## config.mk

```make
export PLATFORM = sky130hd
export DESIGN_NAME = mem_axi_lite_master
export DESIGN_NICKNAME = d
export VERILOG_FILES = /design/src/rtl/mem_axi_lite_master.sv
export SDC_FILE = /design/constraint.sdc
export NUM_CORES = 1
export LEC_CHECK = 0
export CAP_MARGIN = 0
export CORE_AREA = 2 2 187 189
export DETAILED_ROUTE_END_ITERATION = 8
export DIE_AREA = 0 0 189 191
export GPL_TIMING_DRIVEN = 0
export PLACE_DENSITY = 0.65
export SKIP_CTS_REPAIR_TIMING = 1
export SLEW_MARGIN = 20
export SYNTH_ARGS = -nofsm -noshare
export SYNTH_HDL_FRONTEND = slang
export SYNTH_SLANG_ARGS = --single-unit
export TNS_END_PERCENT = 20
```

## constraint.sdc

```tcl
create_clock -name clk -period 1.5 [get_ports clk]
set_input_delay 0.3 -clock clk [delete_from_list [all_inputs] [get_ports clk]]
set_output_delay 0.3 -clock clk [all_outputs]
set_load 0.05 [all_outputs]
```

## src/rtl/mem_axi_lite_master.sv

```systemverilog
// mem_axi_lite_master: turns single-beat core load/store requests into one
// AXI-lite read or write transaction at a time. The request is captured on
// acceptance, the AXI channels are driven from registered state, and a
// one-cycle response pulse is returned to the core.
module mem_axi_lite_master #(
    parameter int C_M_AXI_ADDR_WIDTH = 64,
    parameter int C_M_AXI_DATA_WIDTH = 64
) (
    input  logic                              clk,
    input  logic                              rstn,
    // core-side request/response
    input  logic                              req_valid,
    output logic                              req_ready,
    input  logic                              req_wen,
    input  logic [C_M_AXI_ADDR_WIDTH-1:0]     req_addr,
    input  logic [C_M_AXI_DATA_WIDTH-1:0]     req_wdata,
    input  logic [C_M_AXI_DATA_WIDTH/8-1:0]   req_wmask,
    output logic                              resp_valid,
    output logic [C_M_AXI_DATA_WIDTH-1:0]     resp_rdata,
    output logic                              resp_err,
    // AXI-lite write address
    output logic [C_M_AXI_ADDR_WIDTH-1:0]     awaddr,
    output logic                              awvalid,
    input  logic                              awready,
    // AXI-lite write data
    output logic [C_M_AXI_DATA_WIDTH-1:0]     wdata,
    output logic [C_M_AXI_DATA_WIDTH/8-1:0]   wstrb,
    output logic                              wvalid,
    input  logic                              wready,
    // AXI-lite write response
    input  logic [1:0]                        bresp,
    input  logic                              bvalid,
    output logic                              bready,
    // AXI-lite read address
    output logic [C_M_AXI_ADDR_WIDTH-1:0]     araddr,
    output logic                              arvalid,
    input  logic                              arready,
    // AXI-lite read data
    input  logic [C_M_AXI_DATA_WIDTH-1:0]     rdata,
    input  logic [1:0]                        rresp,
    input  logic                              rvalid,
    output logic                              rready
);

    localparam int AW = C_M_AXI_ADDR_WIDTH;
    localparam int DW = C_M_AXI_DATA_WIDTH;
    localparam int SW = C_M_AXI_DATA_WIDTH / 8;

    typedef enum logic [2:0] {
        S_IDLE,
        S_WR,
        S_WR_B,
        S_RD_A,
        S_RD_D,
        S_RESP
    } state_t;

    state_t          state_q, state_d;
    logic [AW-1:0]   addr_q, addr_d;
    logic [DW-1:0]   wdata_q, wdata_d;
    logic [SW-1:0]   wmask_q, wmask_d;
    logic            wen_q, wen_d;
    logic            aw_done_q, aw_done_d;
    logic            w_done_q, w_done_d;
    logic            awvalid_q, awvalid_d;
    logic            wvalid_q, wvalid_d;
    logic            bready_q, bready_d;
    logic            arvalid_q, arvalid_d;
    logic            rready_q, rready_d;
    logic            req_ready_q, req_ready_d;
    logic            resp_valid_q, resp_valid_d;
    logic            resp_err_q, resp_err_d;
    logic [DW-1:0]   rdata_q, rdata_d;

    logic aw_fire, w_fire;

    assign aw_fire = awvalid_q & awready;
    assign w_fire  = wvalid_q & wready;

    // Next-state and next-output computation for the transaction FSM.
    always_comb begin
        state_d      = state_q;
        addr_d       = addr_q;
        wdata_d      = wdata_q;
        wmask_d      = wmask_q;
        wen_d        = wen_q;
        aw_done_d    = aw_done_q;
        w_done_d     = w_done_q;
        awvalid_d    = awvalid_q;
        wvalid_d     = wvalid_q;
        bready_d     = bready_q;
        arvalid_d    = arvalid_q;
        rready_d     = rready_q;
        req_ready_d  = req_ready_q;
        resp_valid_d = resp_valid_q;
        resp_err_d   = resp_err_q;
        rdata_d      = rdata_q;

        case (state_q)
            S_IDLE: begin
                // req_ready_q is low only in the first cycle after reset
                req_ready_d = 1'b1;
                if (req_valid && req_ready_q) begin
                    addr_d      = req_addr;
                    wdata_d     = req_wdata;
                    wmask_d     = req_wmask;
                    wen_d       = req_wen;
                    req_ready_d = 1'b0;
                    if (req_wen) begin
                        state_d   = S_WR;
                        awvalid_d = 1'b1;
                        wvalid_d  = 1'b1;
                    end else begin
                        state_d   = S_RD_A;
                        arvalid_d = 1'b1;
                    end
                end
            end
            S_WR: begin
                // AW and W complete independently; move on once both have
                aw_done_d = aw_done_q | aw_fire;
                w_done_d  = w_done_q | w_fire;
                if (aw_fire) awvalid_d = 1'b0;
                if (w_fire)  wvalid_d  = 1'b0;
                if (aw_done_d && w_done_d) begin
                    state_d  = S_WR_B;
                    bready_d = 1'b1;
                end
            end
            S_WR_B: begin
                if (bvalid) begin
                    // SLVERR (2'b10) and DECERR (2'b11) are errors
                    resp_err_d   = (bresp == 2'b10) || (bresp == 2'b11);
                    bready_d     = 1'b0;
                    resp_valid_d = 1'b1;
                    state_d      = S_RESP;
                end
            end
            S_RD_A: begin
                if (arready) begin
                    arvalid_d = 1'b0;
                    rready_d  = 1'b1;
                    state_d   = S_RD_D;
                end
            end
            S_RD_D: begin
                if (rvalid) begin
                    rdata_d      = rdata;
                    resp_err_d   = (rresp == 2'b10) || (rresp == 2'b11);
                    rready_d     = 1'b0;
                    resp_valid_d = 1'b1;
                    state_d      = S_RESP;
                end
            end
            S_RESP: begin
                resp_valid_d = 1'b0;
                aw_done_d    = 1'b0;
                w_done_d     = 1'b0;
                req_ready_d  = 1'b1;
                state_d      = S_IDLE;
            end
            default: begin
                state_d      = S_IDLE;
                awvalid_d    = 1'b0;
                wvalid_d     = 1'b0;
                bready_d     = 1'b0;
                arvalid_d    = 1'b0;
                rready_d     = 1'b0;
                resp_valid_d = 1'b0;
                aw_done_d    = 1'b0;
                w_done_d     = 1'b0;
                req_ready_d  = 1'b1;
            end
        endcase
    end

    // State and output registers; synchronous active-low reset.
    always_ff @(posedge clk) begin
        if (!rstn) begin
            state_q      <= S_IDLE;
            addr_q       <= '0;
            wdata_q      <= '0;
            wmask_q      <= '0;
            wen_q        <= 1'b0;
            aw_done_q    <= 1'b0;
            w_done_q     <= 1'b0;
            awvalid_q    <= 1'b0;
            wvalid_q     <= 1'b0;
            bready_q     <= 1'b0;
            arvalid_q    <= 1'b0;
            rready_q     <= 1'b0;
            req_ready_q  <= 1'b0;
            resp_valid_q <= 1'b0;
            resp_err_q   <= 1'b0;
            rdata_q      <= '0;
        end else begin
            state_q      <= state_d;
            addr_q       <= addr_d;
            wdata_q      <= wdata_d;
            wmask_q      <= wmask_d;
            wen_q        <= wen_d;
            aw_done_q    <= aw_done_d;
            w_done_q     <= w_done_d;
            awvalid_q    <= awvalid_d;
            wvalid_q     <= wvalid_d;
            bready_q     <= bready_d;
            arvalid_q    <= arvalid_d;
            rready_q     <= rready_d;
            req_ready_q  <= req_ready_d;
            resp_valid_q <= resp_valid_d;
            resp_err_q   <= resp_err_d;
            rdata_q      <= rdata_d;
        end
    end

    assign req_ready  = req_ready_q;
    assign resp_valid = resp_valid_q;
    assign resp_err   = resp_err_q;
    // Last read value is kept; a write's response cycle shows zero
    assign resp_rdata = (resp_valid_q && wen_q) ? '0 : rdata_q;

    assign awaddr  = addr_q;
    assign awvalid = awvalid_q;
    assign wdata   = wdata_q;
    assign wstrb   = wmask_q;
    assign wvalid  = wvalid_q;
    assign bready  = bready_q;
    assign araddr  = addr_q;
    assign arvalid = arvalid_q;
    assign rready  = rready_q;

endmodule
```

==> results list <==
* Largest net degree at the start of global routing: 14
- The first global-routing pass estimated 50230 µm of wire.
- Cell variety after synth: 26
* Count of input and output buffers: 482
* Via count normalized by instance count: ~4.3
- Setup-violating endpoint count in the final report: 337
* CP top delay family: flip-flops
- The routed design has around 35000 µm of wire.
* Ys flop type: sky130_fd_sc_hd__dfxtp_1
* Post-place instance area: 13880 µm²
- Leakage power figure: slightly below 9 nW
- In this run the critical register-to-register path is launched from state_q[0].
* Worst setup margin: -0.4282 ns
- First drt pass iteration count: 4
- Of all nets on the critical path, the largest fanout is 10.
- Once detail routing completed, the nets flagged for antenna violations numbered 0.
- Worst setup endpoint: resp_rdata[1]
* Complex-gate fraction of the synthesized area: between 10 and 15%
- Status: finished, violations left
- For this run the aggregate overflow at the end of global routing stands at 0.
* # DRC: 0
* Die area: 36100 µm²
* Worst slew pin tran: 0.7588 ns
* Slew Viols, Final: 0
* CTS buffer count: 26
- Syn_area_per_cell: a little under 8 µm²
- Net Count, Synth: about 1300
* Minimum clock period after layout: approximately 1.9 ns
- Detailed placement ended at an HPWL of 26540 µm.
- CTS built an H-tree with a depth of 1.
- Post-synthesis adder-cell area fraction: 0%
- Kind of critical path: reg -> out
- Walking the worst path, the cells encountered are nand2_8 -> buf_8 -> and2_2 -> buf_6.
- Vias in the first global route: between 8000 and 9000
* Number of enable-type register cells in the synthesized netlist: 0
- Global routing used between 10% and 20% of the available tracks across all layers.
- The portion of synthesized area spent on multiplexers is 0%.
- Worst-case headroom to the max-slew limit: just under 50%
* Max VDD drop: between 0.0008 and 0.0009 V
- Average wire per standard cell: ~17 µm
- The synthesized netlist devotes 24.93% of its cell area to simple gates.
- The startpoint identified for the worst hold timing path is req_addr[23].
- Clk root buf: sky130_fd_sc_hd__clkbuf_16
- STA classifies the critical path startpoint as a register.
- After synthesis, the largest family of logic cells by area is simple AND/OR/NAND/NOR gates.
- Buffers plus inverters on the worst setup path: 2
- The Yosys step of the flow raised 0 warnings.
- Setup repair after global routing could not meet its margin everywhere.
- Total I/O pin count: 485
- PwrDens: around 1100 nW/µm²
* Capturing point of the worst reg2reg path: wdata[25]
- Vertical extent of the die: 191 µm
- Minimum setup slack after placement: -1.073 ns
- Across all layers, the routed design uses 9000 vias.
- No sink is reached through more buffers than the 3 on the longest clock path.
* Final non-filler cell area: about 16000 µm²
- Counting every sink on the clock net gives approximately 210.
- Insertion delay of the later-clocked pin in the worst-skew pair: between 0.5 and 0.6 ns
- In the post-synthesis netlist, the biggest area contributors are sky130_fd_sc_hd__dfxtp_1 (51%), sky130_fd_sc_hd__nand2_1 (18%), sky130_fd_sc_hd__a21oi_1 (13%).
- Area of the core: about 34000 µm²
- Clock skew on the completed layout was measured at just over 0.009 ns.
* Number of placement rows: a little under 70
* Critical path origin: resp_valid
* Slowest-stage cell, CP: sky130_fd_sc_hd__dfxtp_4
- Final RePlAce weighted congestion: 0.8524
* Maximum clock frequency: 518.6 MHz
- For flop-to-flop paths, the worst setup slack is -0.14 ns.
- After clock tree synthesis, the clock-pin slew on the worst setup and hold paths is 0.06 ns.
* Number of antenna violations at the first check in global routing: 2
* Stage delay of the slowest cell on the critical path: about 0.44 ns
* Fraction of synthesis flops using an asynchronous set or reset pin: 0%
- Compared with the post-synthesis result, the final layout area differs by 85.43%.
- STA puts the critical path data required time at around 1.2 ns.
* Violated checks: negative setup slack
* Xor/xnor share of the synthesized area: 0%
* Cell type contributing the most total cell area after synthesis: sky130_fd_sc_hd__dfxtp_1
- The initial utilization of the core area, before any placement, comes to between 20 and 25%.
- Flip-flop and latch count after synthesis: around 210
- After the first detailed-routing iteration, the DRC count stood at around 240.
* Worst-case reg-to-reg path depth: 6
- Post-synthesis cell count: around 1100
- Die extent in x: 189 µm
* Critical Path Sink Type: output pin
- TritonCTS built the clock tree.
* Sequential share of the synthesized area: roughly 51%
* Hold Path Class: in -> reg
- Synthesized area: between 8000 and 9000 µm²
* Final worst hold slack: 0.3096 ns
* Number of failing hold endpoints at the final stage: 0
* Logic depth of the worst path, buffers included: 4
- Arrival time reported for the critical path endpoint: around 1.6 ns
* Post-route fraction of the period consumed by the critical path: 128.5%
- Layout net count: approximately 1800
- Max-cap violations in this run came to 0.
- The synthesized design devotes to its leading area cell type about half of total area.
- Cells with a size suffix above 1 make up 21.27% of the layout.
## worst register-to-register path, stage by stage (launching register included)
cell                        delay [ns]
sky130_fd_sc_hd__dfxtp_1          0.33
sky130_fd_sc_hd__nand4bb_4        0.28
sky130_fd_sc_hd__nor2_2           0.16
sky130_fd_sc_hd__buf_2            0.27
sky130_fd_sc_hd__buf_2            0.26
sky130_fd_sc_hd__nand2_1          0.13
sky130_fd_sc_hd__a21oi_1          0.15
## power breakdown
group	leakage [nW]	switching, W	internal (W)
Clock	0.436	0.00251	0.00411
Combinational	6.67	0.00239	0.00157
Sequential	1.75	0.000220	0.00599
Total	8.85	0.00512	0.0117
## synthesized netlist by cell type (2+ instances only)
library cell and n:
sky130_fd_sc_hd__and3_1 2, sky130_fd_sc_hd__a21oi_1 212, sky130_fd_sc_hd__o21ai_0 7, sky130_fd_sc_hd__nand2_1 413, sky130_fd_sc_hd__dfxtp_1 214, sky130_fd_sc_hd__a32oi_1 3
sky130_fd_sc_hd__buf_4 76, sky130_fd_sc_hd__a31oi_1 2, sky130_fd_sc_hd__and2_1 65, sky130_fd_sc_hd__nand2b_1 2, sky130_fd_sc_hd__nor2_1 8, sky130_fd_sc_hd__nor2b_1 3
sky130_fd_sc_hd__clkbuf_1 32, sky130_fd_sc_hd__inv_1 2, sky130_fd_sc_hd__buf_2 32, sky130_fd_sc_hd__a211oi_1 3
## flip-flops by register name (all words and copies together), names as in the netlist
signal / flops
rdata_q: 64
wdata: 64
w_done_q: 1
arvalid: 1
resp_err: 1
wstrb: 8
bready: 1
state_q: 3
req_ready: 1
wvalid: 1
resp_valid: 1
rready: 1
araddr: 64
awvalid: 1
aw_done_q: 1
wen_q: 1
## per-stage QoR
stage | cells | utilization (%) | total power [W] | TNS [ns]
detailed placement | 2023 | 40.67 | 0.01024 | -213.25
finish | 2073 | 45.83 | 0.01679 | -52.07
global placement | 2023 | 40.67 | 0.01021 | -209.78
CTS | 2069 | 43.32 | 0.01694 | -254.89
global route | 2073 | 45.83 | 0.01745 | -88.27
floorplan | 1086 | - | 0.008553 | -1.581
## placed cells by master (no fill, tap or decap), types with 2 or more instances in the layout
master,n
sky130_fd_sc_hd__a211oi_1,3
sky130_fd_sc_hd__a21oi_1,212
sky130_fd_sc_hd__a31oi_1,2
sky130_fd_sc_hd__a32oi_1,3
sky130_fd_sc_hd__and2_1,15
sky130_fd_sc_hd__and2_2,27
sky130_fd_sc_hd__and2_4,23
sky130_fd_sc_hd__and3_1,2
sky130_fd_sc_hd__buf_2,21
sky130_fd_sc_hd__buf_4,82
sky130_fd_sc_hd__buf_6,86
sky130_fd_sc_hd__buf_8,15
sky130_fd_sc_hd__bufinv_16,4
sky130_fd_sc_hd__clkbuf_1,29
sky130_fd_sc_hd__clkbuf_16,27
sky130_fd_sc_hd__clkbuf_4,6
sky130_fd_sc_hd__clkbuf_8,3
sky130_fd_sc_hd__clkdlybuf4s50_1,210
sky130_fd_sc_hd__clkinv_2,4
sky130_fd_sc_hd__clkinvlp_4,3
sky130_fd_sc_hd__dfxtp_1,181
sky130_fd_sc_hd__dfxtp_2,29
sky130_fd_sc_hd__dfxtp_4,4
sky130_fd_sc_hd__dlymetal6s2s_1,178
sky130_fd_sc_hd__inv_1,2
sky130_fd_sc_hd__nand2_1,412
sky130_fd_sc_hd__nand2_8,2
sky130_fd_sc_hd__nor2_1,6
sky130_fd_sc_hd__nor2_2,2
sky130_fd_sc_hd__nor2b_1,3
sky130_fd_sc_hd__o21ai_0,7
## metal layers
layer | vias to the layer above | track usage [%] | routed length (µm)
li1 | 4453 | - | -
met1 | 4171 | 20.13 | 13530
met2 | 321 | 32.73 | 17770
met3 | 53 | 4.828 | 2646
met4 | 2 | 5.409 | 943
met5 | - | 0 | 17
## final cells by class
type	count	area (µm²)
clock buffers	34	732.0
repair buffers	484	5448
diodes	1	2.502
flip-flops and latches	214	4335
fillers	3274	18480
plain buffers	140	939.7
multi-input cells	730	3426
well taps	455	569.3
clock inverters	12	171.4
inverters	3	11.26
## cells by family (layout without fill, tap and decap cells)
kind of cell,after synthesis,count (layout)
simple gates,499,500
flops,214,214
buf+inv,143,673
other cells,0,1
compound gates,230,230
## worst min-delay path by stage
stage,endpoint,slack [ns],depth (start not counted)
6_report,araddr[23],0.31,3
5_1_grt,rdata_q[7],0.30,3
4_1_cts,rdata_q[6],0.28,3
3_5_place_dp,rdata_q[26],0.44,2
3_3_place_gp,rdata_q[41],0.44,2
2_1_floorplan,rdata_q[10],0.43,2
Power figures use the tool's default switching activity.
